`src/rtl/reg_read_stage_pkg.sv`:
```
// Shared RV32I decode definitions for the operand-read stage and its
// immediate generator: opcode values, immediate formats and the NOP word.
package reg_read_stage_pkg;

    localparam logic [6:0] OP_LUI      = 7'b0110111;
    localparam logic [6:0] OP_AUIPC    = 7'b0010111;
    localparam logic [6:0] OP_JAL      = 7'b1101111;
    localparam logic [6:0] OP_JALR     = 7'b1100111;
    localparam logic [6:0] OP_BRANCH   = 7'b1100011;
    localparam logic [6:0] OP_LOAD     = 7'b0000011;
    localparam logic [6:0] OP_STORE    = 7'b0100011;
    localparam logic [6:0] OP_OP_IMM   = 7'b0010011;
    localparam logic [6:0] OP_OP       = 7'b0110011;
    localparam logic [6:0] OP_MISC_MEM = 7'b0001111;
    localparam logic [6:0] OP_SYSTEM   = 7'b1110011;

    // ADDI x0, x0, 0
    localparam logic [31:0] NOP = 32'h0000_0013;

    typedef enum logic [2:0] {
        IMM_NONE,
        IMM_I,
        IMM_S,
        IMM_B,
        IMM_U,
        IMM_J
    } imm_fmt_e;

    // Opcodes of the RV32I base set; anything else (including instr[1:0]!=11) is illegal.
    function automatic logic is_legal_opcode(input logic [6:0] op);
        case (op)
            OP_LUI, OP_AUIPC, OP_JAL, OP_JALR, OP_BRANCH, OP_LOAD,
            OP_STORE, OP_OP_IMM, OP_OP, OP_MISC_MEM, OP_SYSTEM: return 1'b1;
            default: return 1'b0;
        endcase
    endfunction

    // Immediate format by opcode; FENCE/SYSTEM and unknown opcodes carry none.
    function automatic imm_fmt_e imm_fmt_of(input logic [6:0] op);
        case (op)
            OP_LOAD, OP_OP_IMM, OP_JALR: return IMM_I;
            OP_STORE:                    return IMM_S;
            OP_BRANCH:                   return IMM_B;
            OP_LUI, OP_AUIPC:            return IMM_U;
            OP_JAL:                      return IMM_J;
            default:                     return IMM_NONE;
        endcase
    endfunction

endpackage

```
`src/rtl/reg_read_stage_if.sv`:
```
// Signal bundle of the operand-read stage: fetch side, register file side,
// writeback gating and the execute side. The stage uses the slave modport,
// its environment (fetch, register file, execute) the master modport.
//
// Handshake: a transfer happens on a posedge where valid && ready are both
// high. A producer holding valid keeps its payload stable until the transfer;
// ready may depend combinationally on the consumer's downstream ready
// (in_ready = !out_valid || out_ready), valid never depends on ready.
interface reg_read_stage_if;
    // fetch side
    logic        flush;
    logic        in_valid;
    logic        in_ready;
    logic [31:0] in_instr;
    logic [31:0] in_pc;
    // register file read (1-cycle registered read)
    logic [4:0]  rf_a1;
    logic [4:0]  rf_a2;
    logic [31:0] rf_rd1;
    logic [31:0] rf_rd2;
    // writeback request and gated register file write port
    logic        wb_we;
    logic [4:0]  wb_rd;
    logic [31:0] wb_data;
    logic        rf_we3;
    logic [4:0]  rf_a3;
    logic [31:0] rf_wd3;
    // execute side
    logic        out_valid;
    logic        out_ready;
    logic [31:0] out_pc;
    logic [31:0] out_rs1_val;
    logic [31:0] out_rs2_val;
    logic [31:0] out_imm;
    logic [4:0]  out_rd;
    logic [6:0]  out_opcode;
    logic [2:0]  out_funct3;
    logic        out_funct7b5;
    logic        out_illegal;

    modport slave (
        input  flush, in_valid, in_instr, in_pc,
        input  rf_rd1, rf_rd2,
        input  wb_we, wb_rd, wb_data,
        input  out_ready,
        output in_ready,
        output rf_a1, rf_a2,
        output rf_we3, rf_a3, rf_wd3,
        output out_valid, out_pc, out_rs1_val, out_rs2_val, out_imm,
        output out_rd, out_opcode, out_funct3, out_funct7b5, out_illegal
    );

    modport master (
        output flush, in_valid, in_instr, in_pc,
        output rf_rd1, rf_rd2,
        output wb_we, wb_rd, wb_data,
        output out_ready,
        input  in_ready,
        input  rf_a1, rf_a2,
        input  rf_we3, rf_a3, rf_wd3,
        input  out_valid, out_pc, out_rs1_val, out_rs2_val, out_imm,
        input  out_rd, out_opcode, out_funct3, out_funct7b5, out_illegal
    );
endinterface

```
`src/rtl/reg_read_stage_imm_gen.sv`:
```
// RV32I immediate generator: classifies the instruction's immediate format
// and produces the sign-extended immediate. Purely combinational so it can
// also sit in front of the fetch branch predictor.
module reg_read_stage_imm_gen
    import reg_read_stage_pkg::*;
(
    input  logic [31:0] instr,
    output imm_fmt_e    fmt,
    output logic [31:0] imm
);

    assign fmt = imm_fmt_of(instr[6:0]);

    // Reassemble the scattered immediate bits; B and J offsets are halfword aligned.
    always_comb begin
        imm = 32'h0;
        case (fmt)
            IMM_I:   imm = {{20{instr[31]}}, instr[31:20]};
            IMM_S:   imm = {{20{instr[31]}}, instr[31:25], instr[11:7]};
            IMM_B:   imm = {{19{instr[31]}}, instr[31], instr[7], instr[30:25], instr[11:8], 1'b0};
            IMM_U:   imm = {instr[31:12], 12'h000};
            IMM_J:   imm = {{11{instr[31]}}, instr[31], instr[19:12], instr[20], instr[30:21], 1'b0};
            default: imm = 32'h0;
        endcase
    end

endmodule

```
`src/rtl/reg_read_stage.sv`:
```
// Decode/operand-read stage between fetch and execute. Holds one
// instruction, steers its rs1/rs2 addresses into the registered-read
// register file and presents decoded fields plus operands to execute.
// Also gates writeback so x0 is never written.
module reg_read_stage
    import reg_read_stage_pkg::*;
#(
    parameter int          XLEN     = 32,
    parameter logic [31:0] RESET_PC = 32'h0000_0000
)
(
    input  logic               clk,
    input  logic               rst,
    reg_read_stage_if.slave    bus
);

    logic            valid_q;
    logic [XLEN-1:0] instr_q;
    logic [XLEN-1:0] pc_q;
    logic            ready;
    logic            accept;
    imm_fmt_e        fmt;
    logic [31:0]     imm;

    assign ready       = !valid_q || bus.out_ready;
    assign accept      = bus.in_valid && ready;
    assign bus.in_ready = ready;

    // Holding register: reset and flush empty it, accept loads it, consumption drains it.
    always_ff @(posedge clk) begin
        if (rst) begin
            valid_q <= 1'b0;
            instr_q <= NOP;
            pc_q    <= RESET_PC;
        end else if (bus.flush) begin
            valid_q <= 1'b0;
        end else if (accept) begin
            valid_q <= 1'b1;
            instr_q <= bus.in_instr;
            pc_q    <= bus.in_pc;
        end else if (bus.out_ready) begin
            valid_q <= 1'b0;
        end
    end

    // On accept the register file must sample the incoming instruction's
    // sources so the operands line up with it one cycle later; otherwise it
    // keeps re-reading the held sources so stall-time writebacks show up.
    assign bus.rf_a1 = accept ? bus.in_instr[19:15] : instr_q[19:15];
    assign bus.rf_a2 = accept ? bus.in_instr[24:20] : instr_q[24:20];

    // x0 is never written; independent of stall and flush.
    assign bus.rf_we3 = bus.wb_we && (bus.wb_rd != 5'd0);
    assign bus.rf_a3  = bus.wb_rd;
    assign bus.rf_wd3 = bus.wb_data;

    reg_read_stage_imm_gen u_imm_gen (
        .instr (instr_q),
        .fmt   (fmt),
        .imm   (imm)
    );

    // Decoded view of the held instruction. Unknown opcodes have no
    // immediate format, so out_imm is already zero for them.
    assign bus.out_valid    = valid_q;
    assign bus.out_pc       = valid_q ? pc_q : RESET_PC;
    assign bus.out_opcode   = instr_q[6:0];
    assign bus.out_funct3   = instr_q[14:12];
    assign bus.out_funct7b5 = instr_q[30];
    assign bus.out_illegal  = !is_legal_opcode(instr_q[6:0]);
    assign bus.out_imm      = imm;
    // STORE and BRANCH (the S/B formats) reuse bits 11:7 as immediate, not a destination.
    assign bus.out_rd       = ((fmt == IMM_S) || (fmt == IMM_B)) ? 5'd0 : instr_q[11:7];
    assign bus.out_rs1_val  = (instr_q[19:15] == 5'd0) ? 32'h0 : bus.rf_rd1;
    assign bus.out_rs2_val  = (instr_q[24:20] == 5'd0) ? 32'h0 : bus.rf_rd2;

endmodule

```
`src/flat_wrapper.sv`:
```
// flat-port wrapper written by rule: the top's interface ports become plain ports
module reg_read_stage_flat import reg_read_stage_pkg::*;
#(
    parameter int          XLEN     = 32,
    parameter logic [31:0] RESET_PC = 32'h0000_0000
)
  (clk, rst, bus_flush, bus_in_valid, bus_in_instr, bus_in_pc, bus_rf_rd1, bus_rf_rd2, bus_wb_we, bus_wb_rd, bus_wb_data, bus_out_ready, bus_in_ready, bus_rf_a1, bus_rf_a2, bus_rf_we3, bus_rf_a3, bus_rf_wd3, bus_out_valid, bus_out_pc, bus_out_rs1_val, bus_out_rs2_val, bus_out_imm, bus_out_rd, bus_out_opcode, bus_out_funct3, bus_out_funct7b5, bus_out_illegal);
  reg_read_stage_if bus_i ();
  input  logic clk;
  input  logic rst;
  input wire logic [$bits(bus_i.flush)-1:0] bus_flush;
  input wire logic [$bits(bus_i.in_valid)-1:0] bus_in_valid;
  input wire logic [$bits(bus_i.in_instr)-1:0] bus_in_instr;
  input wire logic [$bits(bus_i.in_pc)-1:0] bus_in_pc;
  input wire logic [$bits(bus_i.rf_rd1)-1:0] bus_rf_rd1;
  input wire logic [$bits(bus_i.rf_rd2)-1:0] bus_rf_rd2;
  input wire logic [$bits(bus_i.wb_we)-1:0] bus_wb_we;
  input wire logic [$bits(bus_i.wb_rd)-1:0] bus_wb_rd;
  input wire logic [$bits(bus_i.wb_data)-1:0] bus_wb_data;
  input wire logic [$bits(bus_i.out_ready)-1:0] bus_out_ready;
  output wire logic [$bits(bus_i.in_ready)-1:0] bus_in_ready;
  output wire logic [$bits(bus_i.rf_a1)-1:0] bus_rf_a1;
  output wire logic [$bits(bus_i.rf_a2)-1:0] bus_rf_a2;
  output wire logic [$bits(bus_i.rf_we3)-1:0] bus_rf_we3;
  output wire logic [$bits(bus_i.rf_a3)-1:0] bus_rf_a3;
  output wire logic [$bits(bus_i.rf_wd3)-1:0] bus_rf_wd3;
  output wire logic [$bits(bus_i.out_valid)-1:0] bus_out_valid;
  output wire logic [$bits(bus_i.out_pc)-1:0] bus_out_pc;
  output wire logic [$bits(bus_i.out_rs1_val)-1:0] bus_out_rs1_val;
  output wire logic [$bits(bus_i.out_rs2_val)-1:0] bus_out_rs2_val;
  output wire logic [$bits(bus_i.out_imm)-1:0] bus_out_imm;
  output wire logic [$bits(bus_i.out_rd)-1:0] bus_out_rd;
  output wire logic [$bits(bus_i.out_opcode)-1:0] bus_out_opcode;
  output wire logic [$bits(bus_i.out_funct3)-1:0] bus_out_funct3;
  output wire logic [$bits(bus_i.out_funct7b5)-1:0] bus_out_funct7b5;
  output wire logic [$bits(bus_i.out_illegal)-1:0] bus_out_illegal;
  assign bus_i.flush = bus_flush;
  assign bus_i.in_valid = bus_in_valid;
  assign bus_i.in_instr = bus_in_instr;
  assign bus_i.in_pc = bus_in_pc;
  assign bus_i.rf_rd1 = bus_rf_rd1;
  assign bus_i.rf_rd2 = bus_rf_rd2;
  assign bus_i.wb_we = bus_wb_we;
  assign bus_i.wb_rd = bus_wb_rd;
  assign bus_i.wb_data = bus_wb_data;
  assign bus_i.out_ready = bus_out_ready;
  assign bus_in_ready = bus_i.in_ready;
  assign bus_rf_a1 = bus_i.rf_a1;
  assign bus_rf_a2 = bus_i.rf_a2;
  assign bus_rf_we3 = bus_i.rf_we3;
  assign bus_rf_a3 = bus_i.rf_a3;
  assign bus_rf_wd3 = bus_i.rf_wd3;
  assign bus_out_valid = bus_i.out_valid;
  assign bus_out_pc = bus_i.out_pc;
  assign bus_out_rs1_val = bus_i.out_rs1_val;
  assign bus_out_rs2_val = bus_i.out_rs2_val;
  assign bus_out_imm = bus_i.out_imm;
  assign bus_out_rd = bus_i.out_rd;
  assign bus_out_opcode = bus_i.out_opcode;
  assign bus_out_funct3 = bus_i.out_funct3;
  assign bus_out_funct7b5 = bus_i.out_funct7b5;
  assign bus_out_illegal = bus_i.out_illegal;
  reg_read_stage #(.XLEN(XLEN), .RESET_PC(RESET_PC)) u_core (.clk(clk), .rst(rst), .bus(bus_i));
endmodule
```
`config.mk`:
```
export PLATFORM = sky130hd
export DESIGN_NAME = reg_read_stage_flat
export DESIGN_NICKNAME = d
export VERILOG_FILES = /design/src/rtl/reg_read_stage_pkg.sv /design/src/rtl/reg_read_stage_if.sv /design/src/rtl/reg_read_stage_imm_gen.sv /design/src/rtl/reg_read_stage.sv /design/src/flat_wrapper.sv
export SDC_FILE = /design/constraint.sdc
export NUM_CORES = 1
export LEC_CHECK = 0
export CAP_MARGIN = 30
export CORE_AREA = 10 10 135 137
export CTS_CLUSTER_SIZE = 14
export DETAILED_ROUTE_END_ITERATION = 8
export DIE_AREA = 0 0 145 147
export PLACE_DENSITY = 0.74
export SYNTH_ARGS = -nofsm -noshare
export SYNTH_HDL_FRONTEND = slang
export SYNTH_SLANG_ARGS = --single-unit
```
`constraint.sdc`:
```
create_clock -name clk -period 2.8 [get_ports clk]
set_input_delay 0.84 -clock clk [delete_from_list [all_inputs] [get_ports clk]]
set_output_delay 0.84 -clock clk [all_outputs]
set_load 0.1 [all_outputs]
```
==> results.py <==
metrics = {
    "pwr": {
        "irDropWorstVdd_v": 0.000367,
        "p_leak_nw": 3.83,
        "switching_share_pct": 44.4,
        "p_int_mw": 2.53,
        "power_switching_mw": 2.01,
        "seq_power_share_pct": 22.1,
        "p_clk_share_pct": 22.5,
        "power_frac_comb_pct": 55.3,
        "powerDensity_nw_per_um2": 479,
        "total_power_mw": 4.54,
    },
    "clock_network": {
        "htreeDepth": 3,
        "postCtsHoldBufs": 0,
        "cts_buffer_depth": 2,
        "clock_latency_ns": 0.33,
        "cts.sinks": 65,
        "path_clk_slew_ns": 0.05,
        "numCtsBuffers": 9,
        "cts_tree": "done",
        "clock-root-buffer": "clkbuf_16",
    },
    "synthesis": {
        "synth-xor-area-share_pct": 0,
        "synth_top_area_cell": "dfxtp_1",
        "synth.net_count": 729,
        "synthArstFlopShare_pct": 0,
        "synth_top_family_by_area": "simple AND/OR/NAND/NOR gates",
        "netlist_instances": 558,
        "synth_edf_count": 0,
        "ys_types": 43,
        "netlist_area_um2": 4640,
        "ys.flop_type": "dfxtp_1",
        "synth.avg_cell_area_um2": 8.32,
        "yosys_warnings": 0,
        "seq_area_frac_synth_pct": 28.0,
        "synthSimpleGateAreaFrac_pct": 30.5,
        "ys_seq_elements": 65,
        "ys_top_cells_by_area": "dfxtp_1 28%, nand4b_1 12%, o31ai_1 9.9%",
        "synth_adder_area_share_pct": 0,
        "synth.top_cell.area_share_pct": 28.0,
        "synth_compound_area_share_pct": 23.8,
        "synthMuxAreaShare_pct": 3.39,
    },
    "final_layout": {
        "fin_nets": 981,
        "area_delta_synth_final_pct": 104,
        "final_cell_mix": "130 x clkdlybuf4s50_1, 126 x buf_12, 80 x buf_4",
        "diodes": 0,
        "final_common_cell": "clkdlybuf4s50_1",
        "drive_gt1_share_pct": 42.0,
    },
    "critical_path": {
        "rr_endpoint": "u_core.instr_q[0]",
        "critPathTopFamily": "simple AND/OR/NAND/NOR gates",
        "cp_slowest_cell": "or4_1",
        "worst_r2r_path_depth": 5,
        "worst-path-max-fanout": 2,
        "critPathKind": "in -> out",
        "start_kind": "input pin",
        "cp_data_required_time_ns": 1.96,
        "path_cells": "clkdlybuf4s15_1 -> or4_1 -> o21a_1 -> buf_12",
        "cp.arrival_ns": 1.92,
        "cp-end-kind": "output port",
        "r2r_slack_ns": 1.07,
        "path_buf_inv": 2,
        "r2r_start": "u_core.bus.out_valid",
        "critPathMaxStageDelay_ns": 0.51,
    },
    "routing": {
        "first_iter_violations": 275,
        "via_per_inst": 5.14,
        "wl_per_cell_um": 22.4,
        "routed_wl_um": 23100,
        "remaining_drc_errors": 0,
        "dr.pass1.iters": 4,
        "antenna_left": 0,
        "dr_total_vias": 5290,
    },
    "min_path": {
        "worstHoldEndpoint": "u_core.pc_q[24]",
        "min_path_type": "reg -> reg",
        "hold_depth": 2,
        "worstHoldStart": "u_core.pc_q[24]",
    },
    "floorplan": {
        "die_area_um2": 21300,
        "floorplan.io_pins": 366,
        "die_w_um": 145,
        "start_util_pct": 29.8,
        "die_h_um": 147,
        "core_region_area_um2": 15600,
        "rows": 46,
    },
    "timing": {
        "slew_headroom_pct": 49.9,
        "final-hold-violation-count": 0,
        "fmax_mhz": 363,
        "finalSetupViolCount": 0,
        "rsz0062_at_grt": "yes",
        "maxSlewViolCount": 0,
        "fin_worst_skew_ns": 0.00313,
        "fin_crit_sh_pct": 98.5,
        "min_period_ns": 2.76,
        "worst_slew_pin_slew_ns": 0.751,
        "setup_tns_ns": 0,
    },
    "global_route": {
        "globalRouteTotalUtil_pct": 19.7,
        "antenna_found_initial": 2,
        "grt_pass1_wl_um": 33400,
        "grt_max_degree": 67,
        "grt-ovfl-total": 0,
        "grt_pass1_vias": 5224,
    },
    "place": {
        "hpwl_um": 17000,
        "gp_congestion": 0.776,
        "port_buffers": 301,
    },
    "job": {
        "maxCapViolCount": 0,
    },
    "status": {
        "outcome": "finished, final reports clean",
    },
}
## logic make-up after synthesis
kind of cell | count (synthesis)
AOI/OAI and AO/OA | 160
buffers and inverters | 116
DFF | 65
muxes | 14
and+or+nand+nor | 203
## timing repair
action                     CTS  global route
pin swaps                    7             7
buffers inserted             3             8
hold endpoints to repair     0             0
setup endpoints to repair   42            64
cloned                       1             6
gates resized for setup     30            21
## area by class of cell
cell class / count / area [µm²]
fill: 1295 / 6120
timing repair buffer: 353 / 4620
sequential: 65 / 1320
clock buffer: 12 / 246
multi-input combinational: 377 / 2980
clock inverter: 3 / 17.5
inverter: 4 / 15.0
tap: 216 / 270
## registers in the layout (all words and copies together) (netlist names)
| register | flops |
|---|---|
| u_core.bus.out_valid | 1 |
| u_core.instr_q | 32 |
| u_core.pc_q | 32 |
## synth_stat cells, types with 2 or more instances
cell       n
nor2b_1   71
dfxtp_1   65
nand4b_1  64
a21oi_1   63
o31ai_1   61
buf_4     50
and2_1    39
clkbuf_1  36
buf_2     19
a211o_1   13
mux2_2    10
nor2_1     8
a21o_2     7
buf_1      5
a22o_1     4
or4_1      4
mux2i_1    3
nor2_2     3
a211oi_1   2
a21oi_2    2
buf_6      2
inv_1      2
inv_2      2
nand3_1    2
nor3_1     2
nor3b_1    2
## how the worst max path moves through the flow
stage	from	to	slack (ns)	cells past startpoint
global route	u_core.instr_q[23]	bus_out_rs2_val[5]	-0.006	5
detailed placement	bus_out_ready	bus_rf_a1[0]	-0.31	7
CTS	u_core.instr_q[6]	bus_out_imm[26]	0.001	5
finish	bus_wb_rd[0]	bus_rf_we3	0.04	4
floorplan	u_core.instr_q[5]	bus_out_rd[0]	-0.17	4
global placement	bus_out_ready	bus_rf_a2[1]	-0.28	7
## routing by layer
layer  global-route usage [%]  part of all wire [%]
met1                     22.6                    40
met2                     33.5                    50
met3                     8.91                   9.0
met4                     3.63                   1.1
met5                        0                 0.056
## worst min-delay path, cell delays in order (launching register included)
cell	delay [ns]
dfxtp_1	0.30
o31ai_1	0.06
a21oi_1	0.06
## power groups by stage
stage / Combinational (mW) / Clock [mW] / Sequential (mW)
after detailed placement: 2.44 / 0 / 1.02
final: 2.51 / 1.02 / 1.01
after global placement: 2.43 / 0 / 1.02
after CTS: 2.47 / 1.05 / 1.01
after global routing: 2.59 / 1.08 / 1.01
after floorplan: 1.69 / 0 / 1.02
## stage by stage
stage          setup WS [ns]  instances  hold WS [ns]  cell area (µm²)  utilization, %
3_3_place_gp          -0.282        997         0.451             8880            57.0
5_1_grt             -0.00613       1030         0.478             9470            60.7
3_5_place_dp          -0.314        997         0.455             8880            57.0
6_report              0.0432       1030         0.460             9470            60.7
2_1_floorplan         -0.169        558         0.444             4810               -
4_1_cts              0.00101       1016         0.462             9260            59.4
(Power assumes the default switching activity.)
